`config.mk`:
```
export PLATFORM = sky130hd
export DESIGN_NAME = icache_fill_ctrl
export DESIGN_NICKNAME = d
export VERILOG_FILES = /design/src/rtl/icache_fill_ctrl.sv
export SDC_FILE = /design/constraint.sdc
export NUM_CORES = 1
export LEC_CHECK = 0
export CAP_MARGIN = 5
export CORE_MARGIN = 2
export CORE_UTILIZATION = 37
export DETAILED_ROUTE_END_ITERATION = 10
export PLACE_DENSITY_LB_ADDON = 0.15
export SLEW_MARGIN = 20
export SYNTH_ARGS = -nofsm -noshare
export SYNTH_HDL_FRONTEND = slang
export SYNTH_SLANG_ARGS = --single-unit
```
`constraint.sdc`:
```
create_clock -name clk -period 3.9 [get_ports clk]
set_input_delay 0.78 -clock clk [delete_from_list [all_inputs] [get_ports clk]]
set_output_delay 0.78 -clock clk [all_outputs]
set_load 0.01 [all_outputs]
```
`src/rtl/icache_fill_ctrl.sv`:
```
// rtl/icache_fill_ctrl.sv - 2-way icache line fill controller (option: FILL_CRITICAL_WORD_FIRST_EN)
module icache_fill_ctrl (
    input  logic        clk,
    input  logic        rst,
    input  logic        miss,
    input  logic [15:0] miss_addr,
    input  logic [7:0]  tag_out0,
    input  logic [7:0]  tag_out1,
    input  logic [15:0] mem_data_out,
    input  logic        mem_data_valid,
    output logic [15:0] mem_addr,
    output logic        mem_enable,
    output logic        data_wrt_en,
    output logic        tag_wrt_en,
    output logic        way0,
    output logic        way1,
    output logic [7:0]  Tag_In,
    output logic [15:0] Data_In,
    output logic [63:0] blk_en,
    output logic [7:0]  word_enable,
    output logic        busy,
    output logic        fill_done
);

    typedef enum logic [2:0] {IDLE, ALLOC, FILL, TAG_V, TAG_O} state_t;

    state_t      state, state_nxt;
    logic [5:0]  tag_q, set_q, oth_tag_q;
    logic [2:0]  start_q;
    logic        victim_q, oth_valid_q;
    logic [3:0]  iss_cnt, rcv_cnt;
    logic        victim_sel, issue, rcv_fire;
    logic [2:0]  iss_word, rcv_word, start_sel;
    logic        unused_bits;

    assign unused_bits = &{1'b0, miss_addr[3:0], tag_out1[7]};

`ifdef FILL_CRITICAL_WORD_FIRST_EN
    assign start_sel = miss_addr[3:1];
`else
    assign start_sel = 3'd0;
`endif

    // Prefer an invalid way; with both valid, evict whichever carries the LRU bit.
    assign victim_sel = !tag_out0[6] ? 1'b0 :
                        !tag_out1[6] ? 1'b1 :
                        tag_out0[7]  ? 1'b0 : 1'b1;

    assign issue    = (state == FILL) && !iss_cnt[3];
    assign rcv_fire = (state == FILL) && mem_data_valid && !rcv_cnt[3];
    assign iss_word = start_q + iss_cnt[2:0];
    assign rcv_word = start_q + rcv_cnt[2:0];

    always_ff @(posedge clk or negedge rst) begin
        if (!rst) begin
            state       <= IDLE;
            tag_q       <= '0;
            set_q       <= '0;
            start_q     <= '0;
            victim_q    <= 1'b0;
            oth_valid_q <= 1'b0;
            oth_tag_q   <= '0;
            iss_cnt     <= '0;
            rcv_cnt     <= '0;
        end else begin
            state <= state_nxt;
            if (state == IDLE && miss) begin
                tag_q   <= miss_addr[15:10];
                set_q   <= miss_addr[9:4];
                start_q <= start_sel;
                iss_cnt <= '0;
                rcv_cnt <= '0;
            end
            if (state == ALLOC) begin
                victim_q    <= victim_sel;
                oth_valid_q <= victim_sel ? tag_out0[6]   : tag_out1[6];
                oth_tag_q   <= victim_sel ? tag_out0[5:0] : tag_out1[5:0];
            end
            if (issue)
                iss_cnt <= iss_cnt + 4'd1;
            if (rcv_fire)
                rcv_cnt <= rcv_cnt + 4'd1;
        end
    end

    always_comb begin
        state_nxt   = state;
        mem_addr    = '0;
        mem_enable  = 1'b0;
        data_wrt_en = 1'b0;
        tag_wrt_en  = 1'b0;
        way0        = 1'b0;
        way1        = 1'b0;
        Tag_In      = '0;
        Data_In     = '0;
        blk_en      = '0;
        word_enable = '0;
        busy        = 1'b1;
        fill_done   = 1'b0;
        case (state)
            IDLE: begin
                busy = 1'b0;
                if (miss)
                    state_nxt = ALLOC;
            end
            ALLOC: begin
                blk_en    = 64'd1 << set_q;
                state_nxt = FILL;
            end
            FILL: begin
                blk_en = 64'd1 << set_q;
                if (issue) begin
                    mem_enable = 1'b1;
                    mem_addr   = {tag_q, set_q, iss_word, 1'b0};
                end
                if (rcv_fire) begin
                    data_wrt_en = 1'b1;
                    way0        = !victim_q;
                    way1        = victim_q;
                    word_enable = 8'd1 << rcv_word;
                    Data_In     = mem_data_out;
                    if (rcv_cnt == 4'd7)
                        state_nxt = TAG_V;
                end
            end
            TAG_V: begin
                blk_en     = 64'd1 << set_q;
                tag_wrt_en = 1'b1;
                way0       = !victim_q;
                way1       = victim_q;
                Tag_In     = {1'b0, 1'b1, tag_q};
                state_nxt  = TAG_O;
            end
            TAG_O: begin
                blk_en     = 64'd1 << set_q;
                tag_wrt_en = 1'b1;
                way0       = victim_q;
                way1       = !victim_q;
                Tag_In     = {1'b1, oth_valid_q, oth_tag_q};
                fill_done  = 1'b1;
                state_nxt  = IDLE;
            end
            default: begin
                busy      = 1'b0;
                state_nxt = IDLE;
            end
        endcase
    end

endmodule
```
# After elaboration in Yosys (flattened, before gate mapping)
# Cells that the tools add are included.
# W data, S select, Z words.
[totals]
reg_bits = 31
memories = 0
mem_bits_ro = 0
latch_bits = 0
out_inout_bits = 119
ram_bits = 0
elab_cells = 64
in_bits = 52
[op_classes]
div_mod_pow = 0
muxes = 31
n_lt_le_gt_ge = 0
n_addsub = 2
n_shift = 2
reduce_logical = 13
eq_ne = 8
n_mul = 0
n_bitwise = 0
[op_table]
columns = ["op", "n"]
rows = [
  ["$mux W16", 4],
  ["$mux W64", 1],
  ["$shl A1 B6 Y64 const A", 1],
  ["$mux W8", 2],
  ["$pmux W8 S2", 1],
  ["$mux W1", 13],
  ["$mux W4", 3],
  ["$pmux W3 S4", 1],
  ["$mux W3", 3],
  ["$add A4 B1 Y4 const B", 2],
  ["$shl A1 B3 Y8 const A", 1],
  ["$eq A3 B2 Y1 const B", 2],
  ["$mux W6", 1],
  ["$pmux W1 S3", 2],
  ["$eq A4 B3 Y1 const B", 1],
  ["$logic_and A1 B1 Y1", 4],
  ["$ne A2 B2 Y1 const B", 2],
  ["$reduce_bool A2 Y1", 2],
  ["$reduce_or A4 Y1", 1],
  ["$eq A3 B1 Y1 const B", 1],
  ["$eq A3 B3 Y1 const B", 1],
  ["$logic_not A1 Y1", 3],
  ["$logic_not A3 Y1", 1],
  ["$reduce_and A3 Y1", 1],
  ["other kinds (2)", 2],
]

# Longest topological paths before layout
# Gate-level depths: netlist (run 1).
[logic_depth]
depth_word = 5
ltp_mapped = 6
mapped_depth_nobuf = 4

# Worst setup path before layout (run 1)
# Ideal clock, no wire load.
[synth_path]
path_type = "input-to-output"
start = "input mem_data_valid"
end = "output Data_In[0]"
n_path_buf = 2
arrival_time_ns = 1.706
required_ns = 3.120
setup_slack_ns = 1.414
cell_stages = 5
path_cell_list = "nor2b_1 and3_1 buf_2 clkbuf_1 and2_1"
[synth_between]
elab_chain_len = 4
[synth_rtl]
columns = ["item", "line", "source"]
rows = [
  ["start: declaration", "10", "input logic mem_data_valid,"],
  ["$logic_and A1 B1 Y1 (2 in a row)", "50", "assign rcv_fire = (state == FILL) && mem_data_valid && !rcv_cnt[3];"],
  ["$mux W16", "116", "if (rcv_fire) begin"],
  ["$mux W16", "100", "case (state)"],
  ["end: declaration", "18", "output logic [15:0] Data_In,"],
]
# No other way between the ends.

# Final worst setup path (run 1)
[layout_path]
start = "register state[0]"
end = "output blk_en[62]"
[layout_between]
elab_chain_len = 3
word_cells_on_any_way = 6
classes_between = "eq/ne (4); mux (1); reduce/logical (1)"
[layout_rtl]
columns = ["item", "line", "source"]
rows = [
  ["start: declaration", "27", "state_t state, state_nxt;"],
  ["start signal: assignment", "66", "state <= state_nxt;"],
  ["$eq A3 B2 Y1 (tied with other cells)", "100", ""],
  ["$reduce_or A4 Y1 (no line) *", "--", ""],
  ["$mux W64 *", "--", ""],
  ["end: declaration", "19", "output logic [63:0] blk_en,"],
]
# Every way passes the cells marked *; elsewhere a longest branch is shown, timed or not.

==> results of run 1 <==
[sequential cells by signal, summed over array words and instances, names as in the netlist]
name and flops:
iss_cnt 4, oth_tag_q 6, oth_valid_q 1, rcv_cnt 4, set_q 6, state 3
tag_q 6, victim_q 1
[cell usage in the layout, fill, tap and decap left out, drive strengths merged]
cell type,Yosys,final
a21boi,1,1
a21o,1,1
a21oi,7,7
a22o,7,7
a32o,1,1
a41oi,1,1
and2,34,34
and3,7,7
and3b,1,1
buf,14,5
clkbuf,11,5
clkdlybuf4s50,0,164
clkinv,0,3
conb,1,1
dfrtp,31,31
ha,7,7
inv,5,5
mux2,3,3
mux2i,10,10
nand2,51,51
nand3,8,8
nand4,2,2
nand4b,2,2
nand4bb,1,1
nor2,77,77
nor2b,7,7
nor3,2,2
nor3b,2,2
nor4b,1,1
o21ai,4,4
or2,1,1
or3,1,1
or4b,2,2
xnor2,1,1
[layer usage]
metal  vias to the layer above  share of wire  track usage
li1                       1275              -            -
met1                      1166           0.39        0.222
met2                       115           0.50        0.359
met3                         8          0.095       0.0527
met4                         0          0.014       0.0550
met5                         -              0            0
[cell families after synthesis]
logic type / share of synthesized area
flops: 0.345
simple gates: 0.421
fa+ha+maj: 0.0390
buf+inv: 0.0629
mux: 0.0595
other cells: 0.00167
xor+xnor: 0.00390
compound gates: 0.0668
[synth_stat cells (2+ instances only)]
| cell type | number | area [sq um] |
|---|---|---|
| inv_1 | 4 | 15.0 |
| buf_2 | 11 | 55.1 |
| nor2b_1 | 7 | 43.8 |
| a22o_1 | 7 | 61.3 |
| nor3_1 | 2 | 10.0 |
| nor3b_1 | 2 | 15.0 |
| clkbuf_1 | 11 | 41.3 |
| a21oi_1 | 7 | 35.0 |
| mux2i_1 | 10 | 100 |
| o21ai_0 | 3 | 15.0 |
| nor2_1 | 77 | 289 |
| nand3_1 | 8 | 40.0 |
| nand2_1 | 51 | 191 |
| mux2_2 | 2 | 22.5 |
| nand4_1 | 2 | 12.5 |
| dfrtp_1 | 31 | 776 |
| and2_1 | 34 | 213 |
| ha_1 | 7 | 87.6 |
| buf_4 | 2 | 15.0 |
| and3_1 | 7 | 43.8 |
| nand4b_1 | 2 | 17.5 |
[worst max path at each step]
stage / from / to / cells after the start / slack, ns
3_5_place_dp: mem_data_valid / word_enable[0] / 6 / 0.53
6_report: state[0] / blk_en[62] / 4 / 0.42
4_1_cts: state[1] / blk_en[34] / 4 / 0.43
2_1_floorplan: mem_data_valid / Data_In[0] / 5 / 1.41
3_3_place_gp: mem_data_valid / word_enable[0] / 6 / 0.56
5_1_grt: state[1] / blk_en[54] / 4 / 0.16
[per-stage QoR]
step	setup WS, ns	utilization	hold slack, ns	cell area [sq um]
final	0.423	0.677	0.475	3980
after global routing	0.160	0.677	0.500	3980
after CTS	0.426	0.677	0.472	3980
after detailed placement	0.528	0.662	0.463	3900
after global placement	0.564	0.662	0.455	3900
after floorplan	1.41	-	0.443	2250
[report_power, final]
| group | leakage (uW) | internal, uW | switching, uW |
|---|---|---|---|
| logic | 0.00120 | 606 | 631 |
| registers | 0.000381 | 461 | 172 |
| clock network | 0.0000477 | 122 | 116 |
| total | 0.00163 | 1190 | 919 |
[layout make-up]
cell class              instances  area [sq um]
fillers                       519          1900
repair buffers                169          1680
multi-input cells             243          1330
flip-flops and latches         31           776
well taps                      75          93.8
clock buffers                   5          68.8
inverters                       5          18.8
clock inverters                 3          15.0
==> flow_metrics.env, run 1 <==
export IMPL_synth_edf_count=0
export IMPL_cts_hold_buf=0
export IMPL_ant_nets=0
export IMPL_holdPathStages=1
export IMPL_p_leak_uw=0.00163
export IMPL_start_util=0.382
export IMPL_cp_start_kind="flip-flop"
export IMPL_netlist_area_sq_mm=0.00225
export IMPL_syn_avg_cell_area_sq_um=7.40
export IMPL_critPathMaxStageDelay_ns=0.65
export IMPL_dp_cells=523
export IMPL_routedWlPerCell_microns=12.9
export IMPL_r2r_start="state[0]"
export IMPL_synth_warnings=0
export IMPL_ys_types=38
export IMPL_drive_gt1_frac=0.0417
export IMPL_h_tree_depth=2
export IMPL_antenna_found_initial=0
export IMPL_cts_resized=0
export IMPL_vias_per_cell=4.83
export IMPL_hold_viol=0
export IMPL_cts_buffer_depth=2
export IMPL_fin_cells=531
export IMPL_critPathKind="flip-flop to output port"
export IMPL_final_setup_skew_ns=0.00561
export IMPL_die_h_microns=82.0
export IMPL_clkLatencyLatePin_ns=0.28
export IMPL_fin_crit_sh=0.892
export IMPL_fin_total_pwr_uw=2110
export IMPL_synth_nets=363
export IMPL_async_flop_share=1.00
export IMPL_drt_iter0_drc=75
export IMPL_max_freq_ghz=0.288
export IMPL_root_buffer="clkbuf_8"
export IMPL_clock_sinks=31
export IMPL_power_density_mw_per_mm2=529
export IMPL_io_buffer_count=164
export IMPL_area_delta_synth_final_pct=77.1
export IMPL_grt_remaining_overflow=0
export IMPL_vias=2564
export IMPL_antenna_cells=0
export IMPL_synth_main_ff_cell="dfrtp_1"
export IMPL_final_nets=514
export IMPL_ys_seq_area_frac=0.345
export IMPL_crit_slowest_cell="nand4b_1"
export IMPL_tritoncts="built"
export IMPL_maxCapViolCount=0
export IMPL_r2r_slack_ns=2.02
export IMPL_post_cts_buffers=0
export IMPL_clk_pin_slew_worst_paths_ns=0.07
export IMPL_grt_pass1_wl_microns=10300
export IMPL_r2r_end="rcv_cnt[3]"
export IMPL_post_dp_hpwl_microns=5350
export IMPL_path_buf_inv=1
export IMPL_grt_pass1_vias=2205
export IMPL_worst_pin_slew_ns=0.763
export IMPL_period_minus_slack_ns=3.48
export IMPL_crit_path_cell_trace="o21ai_1 > nand4b_1 > nor2_1 > clkdlybuf4s50_1"
export IMPL_arrival_ns=2.70
export IMPL_numCtsBuffers=5
export IMPL_reg2regPathDepth=2
export IMPL_core_area_sq_mm=0.00589
export IMPL_hold_path_startpoint="iss_cnt[2]"
export IMPL_synthCells=304
export IMPL_grt_max_degree=32
export IMPL_wl_microns=6870
export IMPL_critPathTopFamily="simple AND/OR/NAND/NOR gates"
export IMPL_cp_required_ns=3.12
export IMPL_place_congestion=0.739
export IMPL_slew_headroom=0.490
export IMPL_rows=28
export IMPL_tns_ns=0
export IMPL_setup_violations=0
export IMPL_slew_violations=0
export IMPL_min_to="iss_cnt[2]"
export IMPL_status="completed"
export IMPL_vdd_drop_max_mv=0.389
export IMPL_pin_count=171
export IMPL_cp_max_fo=16
export IMPL_drc_errors=0
export IMPL_dieArea_sq_mm=0.00672
export IMPL_die_w_microns=82.0
export IMPL_track_usage=0.196
export IMPL_min_path_type="flip-flop to flip-flop"
export IMPL_rsz0062_at_grt="no"
export IMPL_dr_pass1_iters=4
export IMPL_synth_seq_cells=31
export IMPL_end_kind="output port"
(Power assumes the default switching activity.)
==> run 2, diff against run 1 <==
PLACE_DENSITY = 0.86   (was unset)
PLACE_DENSITY_LB_ADDON = unset   (was 0.15)
==> run 2 against run 1 <==
  * Fmax fell by 1.0%
  * Critical path depth stayed put
  * Setup slack lost 0.037 ns
  * Flip-flop and latch count unchanged
  * Combinational power about the same
  * Largest power group unchanged
  * Core utilization is essentially flat
  * Count of clock-buffer cells in the layout increased by 2
  * Wire length grew 12%
  * Final cell count is the same
  * Worst hold slack worse by 0.0044 ns
==> flow_metrics.env, run 2 (synthesis gave the netlist of run 1 again) <==
export IMPL_critPathKind="flip-flop to output port"
export IMPL_fin_crit_sh=0.901
export IMPL_cp_required_ns=3.12
export IMPL_crit_slowest_cell="nand4b_1"
export IMPL_maxCapViolCount=0
export IMPL_routedWlPerCell_microns=14.4
export IMPL_rsz0062_at_grt="no"
export IMPL_power_switching_uw=936
export IMPL_area_delta_synth_final_pct=77.0
export IMPL_pwr_share_clk=0.111
export IMPL_tns_ns=0
export IMPL_wl_microns=7660
export IMPL_drt_met1_wl_microns=3010
export IMPL_cp_max_fo=16
export IMPL_p_leak_uw=0.00162
export IMPL_place_ws_ns=0.517
export IMPL_vdd_drop_max_mv=0.367
export IMPL_post_dp_hpwl_microns=5910
export IMPL_die_h_microns=82.0
export IMPL_cts_hold_buf=0
export IMPL_met2_length_microns=3980
export IMPL_drt_iter0_drc=127
export IMPL_tritoncts="built"
export IMPL_root_buffer="clkbuf_8"
export IMPL_core_area_sq_mm=0.00589
export IMPL_start_util=0.382
export IMPL_antenna_cells=0
export IMPL_status="completed"
export IMPL_r2r_slack_ns=2.04
export IMPL_end_kind="output port"
export IMPL_top_layer="met4"
export IMPL_cts_buffer_depth=2
export IMPL_seq_power_share=0.298
export IMPL_vias_per_cell=4.96
export IMPL_h_tree_depth=2
export IMPL_drc_errors=0
export IMPL_layout_commonest_cell="clkdlybuf4s50_1"
export IMPL_place_congestion=0.839
export IMPL_clock_sinks=31
export IMPL_slew_headroom=0.421
export IMPL_fillCellCount=498
export IMPL_drive_gt1_frac=0.0373
export IMPL_vias=2632
export IMPL_grt_remaining_overflow=0
export IMPL_grt_pass1_vias=2285
export IMPL_crit_path_cell_trace="o21ai_1 > nand4b_1 > nor2_1 > clkdlybuf4s50_1"
export IMPL_period_minus_slack_ns=3.51
export IMPL_clk_pin_slew_worst_paths_ns=0.07
export IMPL_power_density_mw_per_mm2=535
export IMPL_grt_pass1_wl_microns=11300
export IMPL_clkLatencyLatePin_ns=0.28
export IMPL_grt_max_degree=32
export IMPL_slew_violations=0
export IMPL_post_cts_buffers=0
export IMPL_final_nets=514
export IMPL_die_w_microns=82.0
export IMPL_dr_wl_met3_microns=513
export IMPL_cp_start_kind="flip-flop"
export IMPL_final_cell_mix="164 x clkdlybuf4s50_1, 77 x nor2_1, 51 x nand2_1, 34 x and2_1, 31 x dfrtp_1"
export IMPL_min_path_type="flip-flop to flip-flop"
export IMPL_p_int_uw=1190
export IMPL_pin_count=171
export IMPL_setup_violations=0
export IMPL_worst_pin_slew_ns=0.866
export IMPL_worst_hold_slack_ns=0.471
export IMPL_max_freq_ghz=0.285
export IMPL_rows=28
export IMPL_swShare=0.440
export IMPL_critPathTopFamily="simple AND/OR/NAND/NOR gates"
export IMPL_io_buffer_count=164
export IMPL_arrival_ns=2.73
export IMPL_critPathMaxStageDelay_ns=0.66
export IMPL_top_regs="oth_tag_q (6), set_q (6), tag_q (6)"
export IMPL_dr_pass1_iters=4
export IMPL_track_usage=0.217
export IMPL_cts_resized=0
export IMPL_setup_ws_ns=0.386
export IMPL_dieArea_sq_mm=0.00672
export IMPL_p_comb_frac=0.590
export IMPL_numCtsBuffers=5
export IMPL_path_buf_inv=1
export IMPL_antenna_found_initial=0
export IMPL_ant_nets=0
export IMPL_final_setup_skew_ns=0.00803
export IMPL_hold_viol=0
==> run 2: power groups by stage <==
| stage | logic (uW) | clock network, uW | registers [uW] |
|---|---|---|---|
| global route | 1380 | 258 | 659 |
| global placement | 1230 | 0 | 628 |
| finish | 1260 | 237 | 635 |
| floorplan | 802 | 0 | 540 |
| detailed placement | 1260 | 0 | 637 |
| CTS | 1260 | 242 | 633 |
==> run 2: final timing paths <==
check,start,end,depth (start not counted)
worst max-delay path,state[1],blk_en[54],4
worst min-delay path,iss_cnt[2],iss_cnt[2],1
worst max register to register,state[0],rcv_cnt[3],2
worst min register to register,iss_cnt[2],iss_cnt[2],1
max in group asynchronous,rst,tag_q[2],2
min in group asynchronous,rst,iss_cnt[0],2
==> run 2: per-stage QoR <==
stage	util	cell area, sq um	std cells	power (uW)
floorplan	-	2250	304	1340
global placement	0.662	3900	523	1860
detailed placement	0.662	3900	523	1890
CTS	0.676	3980	531	2140
global route	0.676	3980	531	2300
finish	0.676	3980	531	2130
==> run 2: worst register-to-register path: cells and delay by family (launching register included) <==
family,cells,cell delay [ns]
AOI/OAI and AO/OA,1,0.35
DFF,1,0.51
and+or+nand+nor,1,0.90
==> run 2: layout make-up <==
| class | count | area (sq um) | share of cell area |
|---|---|---|---|
| clock buffer | 7 | 76.3 | 0.0192 |
| multi-input combinational | 243 | 1330 | 0.334 |
| tap | 75 | 93.8 | 0.0236 |
| sequential | 31 | 776 | 0.195 |
| clock inverter | 1 | 5.00 | 0.00126 |
| timing repair buffer | 169 | 1680 | 0.422 |
| inverter | 5 | 18.8 | 0.00472 |
==> run 2: layer usage <==
layer	GRT usage	vias up
met5	0	-
met4	0.0783	0
met3	0.0308	17
met2	0.367	120
met1	0.281	1216
li1	-	1279
